`src/rtl/temp_avg_alarm.sv`:
```
// temp_avg_alarm
// Sliding-window moving average of signed 9-bit temperature samples, with
// hot/cold alarm hysteresis and a valid/ready output port.
//
// Ports:
//   clk          clock
//   reset_n      synchronous, active-low reset
//   temp_in      signed sample, degrees C
//   temp_valid   one-cycle strobe qualifying temp_in
//   avg_temp     registered window average (floor)
//   out_valid    avg_temp holds an unconsumed new average
//   out_ready    consumer accepts avg_temp when out_valid & out_ready
//   alarm_hot    hot alarm (state HOT)
//   alarm_cold   cold alarm (state COLD)
//   overrun      sticky: an unconsumed average was overwritten
//   clr_overrun  clears overrun (a simultaneous set wins)
//
// state  | meaning
// FILL   | window not yet full, nothing published, alarms off
// NORMAL | window full, temperature within limits
// HOT    | hot alarm active until avg <= HOT_CLR
// COLD   | cold alarm active until avg >= COLD_CLR

module temp_avg_alarm #(
  parameter int AVG_LOG2 = 3,
  parameter int HOT_SET  = 85,
  parameter int HOT_CLR  = 80,
  parameter int COLD_SET = -30,
  parameter int COLD_CLR = -25
) (
  input  logic              clk,
  input  logic              reset_n,
  input  logic signed [8:0] temp_in,
  input  logic              temp_valid,
  output logic signed [8:0] avg_temp,
  output logic              out_valid,
  input  logic              out_ready,
  output logic              alarm_hot,
  output logic              alarm_cold,
  output logic              overrun,
  input  logic              clr_overrun
);

  localparam int N  = 1 << AVG_LOG2;
  localparam int SW = 9 + AVG_LOG2;

  localparam logic [AVG_LOG2:0] FILL_LAST = (AVG_LOG2 + 1)'(N - 1);
  localparam logic [AVG_LOG2:0] FILL_FULL = (AVG_LOG2 + 1)'(N);

  localparam logic signed [8:0] HOT_SET_V  = 9'(HOT_SET);
  localparam logic signed [8:0] HOT_CLR_V  = 9'(HOT_CLR);
  localparam logic signed [8:0] COLD_SET_V = 9'(COLD_SET);
  localparam logic signed [8:0] COLD_CLR_V = 9'(COLD_CLR);

  typedef enum logic [1:0] {
    ST_FILL,
    ST_NORMAL,
    ST_HOT,
    ST_COLD
  } state_t;

  state_t state, state_next;

  logic signed [8:0]    samples [N];
  logic [AVG_LOG2-1:0]  wr_ptr;
  logic [AVG_LOG2:0]    fill_cnt;
  logic signed [SW-1:0] sum;
  logic signed [SW-1:0] new_sum;
  logic signed [8:0]    avg;
  logic                 load;

  // Unwritten slots hold 0 during fill, so the same subtract works from reset.
  always_comb begin
    new_sum = sum + SW'(temp_in) - SW'(samples[wr_ptr]);
    avg     = 9'(new_sum >>> AVG_LOG2);
  end

  // A new average is published on every accepted sample once the window is
  // full, including the sample that completes the first fill.
  always_comb begin
    load = temp_valid && ((state != ST_FILL) || (fill_cnt == FILL_LAST));
  end

  always_ff @(posedge clk) begin
    if (!reset_n) state <= ST_FILL;
    else          state <= state_next;
  end

  always_comb begin
    state_next = state;
    if (load) begin
      unique case (state)
        ST_FILL, ST_NORMAL: begin
          if (avg >= HOT_SET_V)       state_next = ST_HOT;
          else if (avg <= COLD_SET_V) state_next = ST_COLD;
          else                        state_next = ST_NORMAL;
        end
        ST_HOT: begin
          if (avg <= COLD_SET_V)     state_next = ST_COLD;
          else if (avg <= HOT_CLR_V) state_next = ST_NORMAL;
        end
        ST_COLD: begin
          if (avg >= HOT_SET_V)       state_next = ST_HOT;
          else if (avg >= COLD_CLR_V) state_next = ST_NORMAL;
        end
        default: state_next = ST_FILL;
      endcase
    end
  end

  assign alarm_hot  = (state == ST_HOT);
  assign alarm_cold = (state == ST_COLD);

  always_ff @(posedge clk) begin
    if (!reset_n) begin
      for (int i = 0; i < N; i++) samples[i] <= '0;
      wr_ptr   <= '0;
      fill_cnt <= '0;
      sum      <= '0;
    end else if (temp_valid) begin
      samples[wr_ptr] <= temp_in;
      wr_ptr          <= wr_ptr + AVG_LOG2'(1);
      sum             <= new_sum;
      if (fill_cnt != FILL_FULL) fill_cnt <= fill_cnt + (AVG_LOG2 + 1)'(1);
    end
  end

  always_ff @(posedge clk) begin
    if (!reset_n) begin
      avg_temp  <= '0;
      out_valid <= 1'b0;
      overrun   <= 1'b0;
    end else begin
      if (load) begin
        avg_temp  <= avg;
        out_valid <= 1'b1;
      end else if (out_ready) begin
        out_valid <= 1'b0;
      end
      if (load && out_valid && !out_ready) overrun <= 1'b1;
      else if (clr_overrun)                overrun <= 1'b0;
    end
  end

endmodule

```
`config.mk`:
```
export PLATFORM = sky130hd
export DESIGN_NAME = temp_avg_alarm
export DESIGN_NICKNAME = d
export VERILOG_FILES = /design/src/rtl/temp_avg_alarm.sv
export SDC_FILE = /design/constraint.sdc
export NUM_CORES = 1
export LEC_CHECK = 0
export CAP_MARGIN = 20
export CORE_MARGIN = 4
export CORE_UTILIZATION = 40
export DETAILED_ROUTE_END_ITERATION = 6
export PLACE_DENSITY_LB_ADDON = 0.05
export SYNTH_ARGS = -nofsm -noshare
export SYNTH_HDL_FRONTEND = slang
export SYNTH_SLANG_ARGS = --single-unit
```
`constraint.sdc`:
```
create_clock -name clk -period 4.82 [get_ports clk]
set_input_delay 0.964 -clock clk [delete_from_list [all_inputs] [get_ports clk]]
set_output_delay 0.964 -clock clk [all_outputs]
set_load 0.05 [all_outputs]
```
==> results_dict.tcl <==
set metrics [dict create \
    criticalPathCategory "register to register" \
    power.leakage_uw 0.00245 \
    dieWidth_um 129 \
    route.detailed.drc 0 \
    place_area_mm2 0.00644 \
    yosysMostFrequentCell "edfxtp_1" \
    cp.required_ns 5.05 \
    grt_first_pass_wirelength_um 22900 \
    hold_class "register to register" \
    max_freq_mhz 227 \
    cts.root.buffer_cell "clkbuf_16" \
    min_to "avg_temp[3]" \
    synth_mux_area_frac 0.106 \
    place_congestion 0.806 \
    grt_max_degree 47 \
    start_util 0.415 \
    synth_edf_count 72 \
    area_growth_pct 15.2 \
    grt.overflow.total 0 \
    synth_top_family_by_area "simple AND/OR/NAND/NOR gates" \
    dr.pass1.iters 5 \
    wl_met3_um 417 \
    fin_util 0.477 \
    async_flop_share 0 \
    post-route-period-util 0.915 \
    sw_frac_of_total 0.382 \
    place_ws_ns 0.178 \
    synth_common_cells "72 x edfxtp_1, 58 x nor3_1, 41 x inv_1, 35 x dfxtp_1, 30 x clkbuf_1" \
    p_switching_uw 1250 \
    final-setup-viol-count 0 \
    cts_hold_buf 0 \
    cts_buffers 9 \
    route.vias.total 4080 \
    startpoint_type "register" \
    yosysUniqueCellTypes 56 \
    ios 27 \
    worst_setup_path_end_kind "register" \
    insertion_delay_ns 0.36 \
    post_cts_buffers 0 \
    synth_fa_ha_area_frac 0.0722 \
    hold_violations 0 \
    avgSynthCellArea_um2 11.3 \
    whs_path_depth 2 \
    wl_met1_um 6770 \
    fin_crit_ns 4.41 \
    rsz0062_at_grt "no" \
    totalNegativeSetupSlack_ns 0 \
    dieArea_mm2 0.0165 \
    r2r-end "state[1]" \
    clk_path_buf_depth 2 \
    met2WireLength_um 6610 \
    synth-simple-area-share 0.156 \
    fin_worst_skew_ns 0.00848 \
    drive_gt1_frac 0.160 \
    combPwrFrac 0.459 \
    synth_top_area_share 0.371 \
    slew_headroom 0.442 \
    wl_per_cell_um 19.0 \
    synth_xor_area_frac 0.0273 \
    r2r_cells 14 \
    port_buffers 26 \
    synth_area_leader_cell "edfxtp_1" \
    p_int_uw 2020 \
    totalWireLength_um 14000 \
    multiInputGateArea_mm2 0.00261 \
    yosysSeqAreaShare 0.492 \
    seq_area_mm2 0.00286 \
    post-dp-hpwl_um 9650 \
    nets 592 \
    cts.sinks 107 \
    syn_nets 555 \
    p_clk_frac 0.213 \
    grt_util_all_layers 0.181 \
    htreeDepth 3 \
    arrival_ns 4.64 \
    finalPower_uw 3270 \
    drv_cap 0 \
    ys_warn_count 0 \
    powerDensity_mw_per_mm2 488 \
    max-vdd-ir-drop_uv 196 \
    synth_compound_area_frac 0.0860 \
    grt_pass1_vias 4143 \
    via_per_inst 5.54 \
    top_layer "met4" \
    clkSlewWorstSetupHoldPaths_ns 0.07 \
    antenna_cells 0 \
    slew_violations 0 \
    cts_tree "yes" \
    setup_ws_ns 0.409 \
    ys.flop_type "edfxtp_1" \
    drt_iter0_drc 308 \
    coreArea_mm2 0.0140 \
    worstPathMaxFanout 18 \
    seqPwrFrac 0.328 \
    synthTopCellsByArea "edfxtp_1 37%, dfxtp_1 12%, mux4_2 7.0%, nor3_1 5.0%, fa_1 3.8%" \
    rrSetupSlack_ns 0.41 \
    fillers 1279 \
    ant_nets 0 \
    netlist_area_mm2 0.00582 \
    row_count 43 \
    post_cts_resized 0 \
    worst_pin_slew_ns 0.829 \
    min_from "avg_temp[3]" \
    antenna_found_initial 0 \
    die_h_um 129 \
    postLayoutCellArea_mm2 0.00670 \
    synth_cells 514 \
    synth_seq_cells 107 \
    status "finished, final reports clean" \
]
[metrics by stage]
step	cells	hold WS [ns]
after floorplan	514	0.454
after global placement	720	0.454
after detailed placement	720	0.464
after CTS	736	0.478
after global routing	736	0.493
final	736	0.472
[cell families after synthesis]
logic type	Yosys count
and+or+nand+nor	171
DFF	107
buffers and inverters	87
AOI/OAI and AO/OA	68
muxes	38
adders and majority gates	27
xor gates and xnor gates	16
[area by class of cell]
type / count / area share
clock buffer: 10 / 0.0342
clock inverter: 6 / 0.00579
inverter: 49 / 0.0274
multi-input combinational: 320 / 0.389
sequential: 107 / 0.427
tap: 180 / 0.0336
timing repair buffer: 64 / 0.0832
[worst max-delay path by stage]
stage,start,end,slack [ns]
2_1_floorplan,register,state[0],0.21
4_1_cts,register,state[1],0.40
3_3_place_gp,temp_in[1],state[0],0.27
3_5_place_dp,temp_in[1],state[0],0.18
5_1_grt,register,state[1],0.08
6_report,register,state[1],0.41
[registers in the layout, indices dropped and copies added, names as in the netlist, named ones only]
register,cells
sum,12
fill_cnt,4
wr_ptr,3
samples,72
state,2
avg_temp,9
out_valid,1
overrun,1
[routing by layer]
metal	global-route usage	vias up
met1	0.263	2060
met5	0	-
met3	0.0266	10
met2	0.282	65
met4	0.0587	0
li1	-	1945
[cells in the final DEF, fill, tap and decap left out, types with 12 or more instances in the layout]
cell type and instances:
inv_1 41, mux2i_1 12, dfxtp_1 35, nor3_1 58, buf_4 37, o21ai_0 12, and2_1 12, clkdlybuf4s50_1 26
nor2_1 13, edfxtp_1 72, nor4_1 19, nand2_1 27, mux4_2 18, ha_1 16, a21oi_1 14
[critical path: stages (launching register included)]
cell and delay [ns]:
dfxtp_1 0.35, buf_12 0.20, mux4_2 0.53, mux2_2 0.29, fa_1 0.51, inv_1 0.06
ha_1 0.41, a21oi_1 0.29, o21ai_2 0.15, a2111oi_2 0.35, nor3_2 0.11, xnor2_1 0.38
nor3b_1 0.12, a2111oi_2 0.38, nand3b_1 0.10
[power groups by stage]
stage / Sequential (uW) / Combinational, uW / Clock, uW
after global placement: 1090 / 1500 / 0
after CTS: 1070 / 1510 / 718
after floorplan: 1090 / 1110 / 0
final: 1070 / 1500 / 697
after detailed placement: 1090 / 1500 / 0
after global routing: 1080 / 1680 / 760
Note: power is estimated with default switching activity, not from simulation.
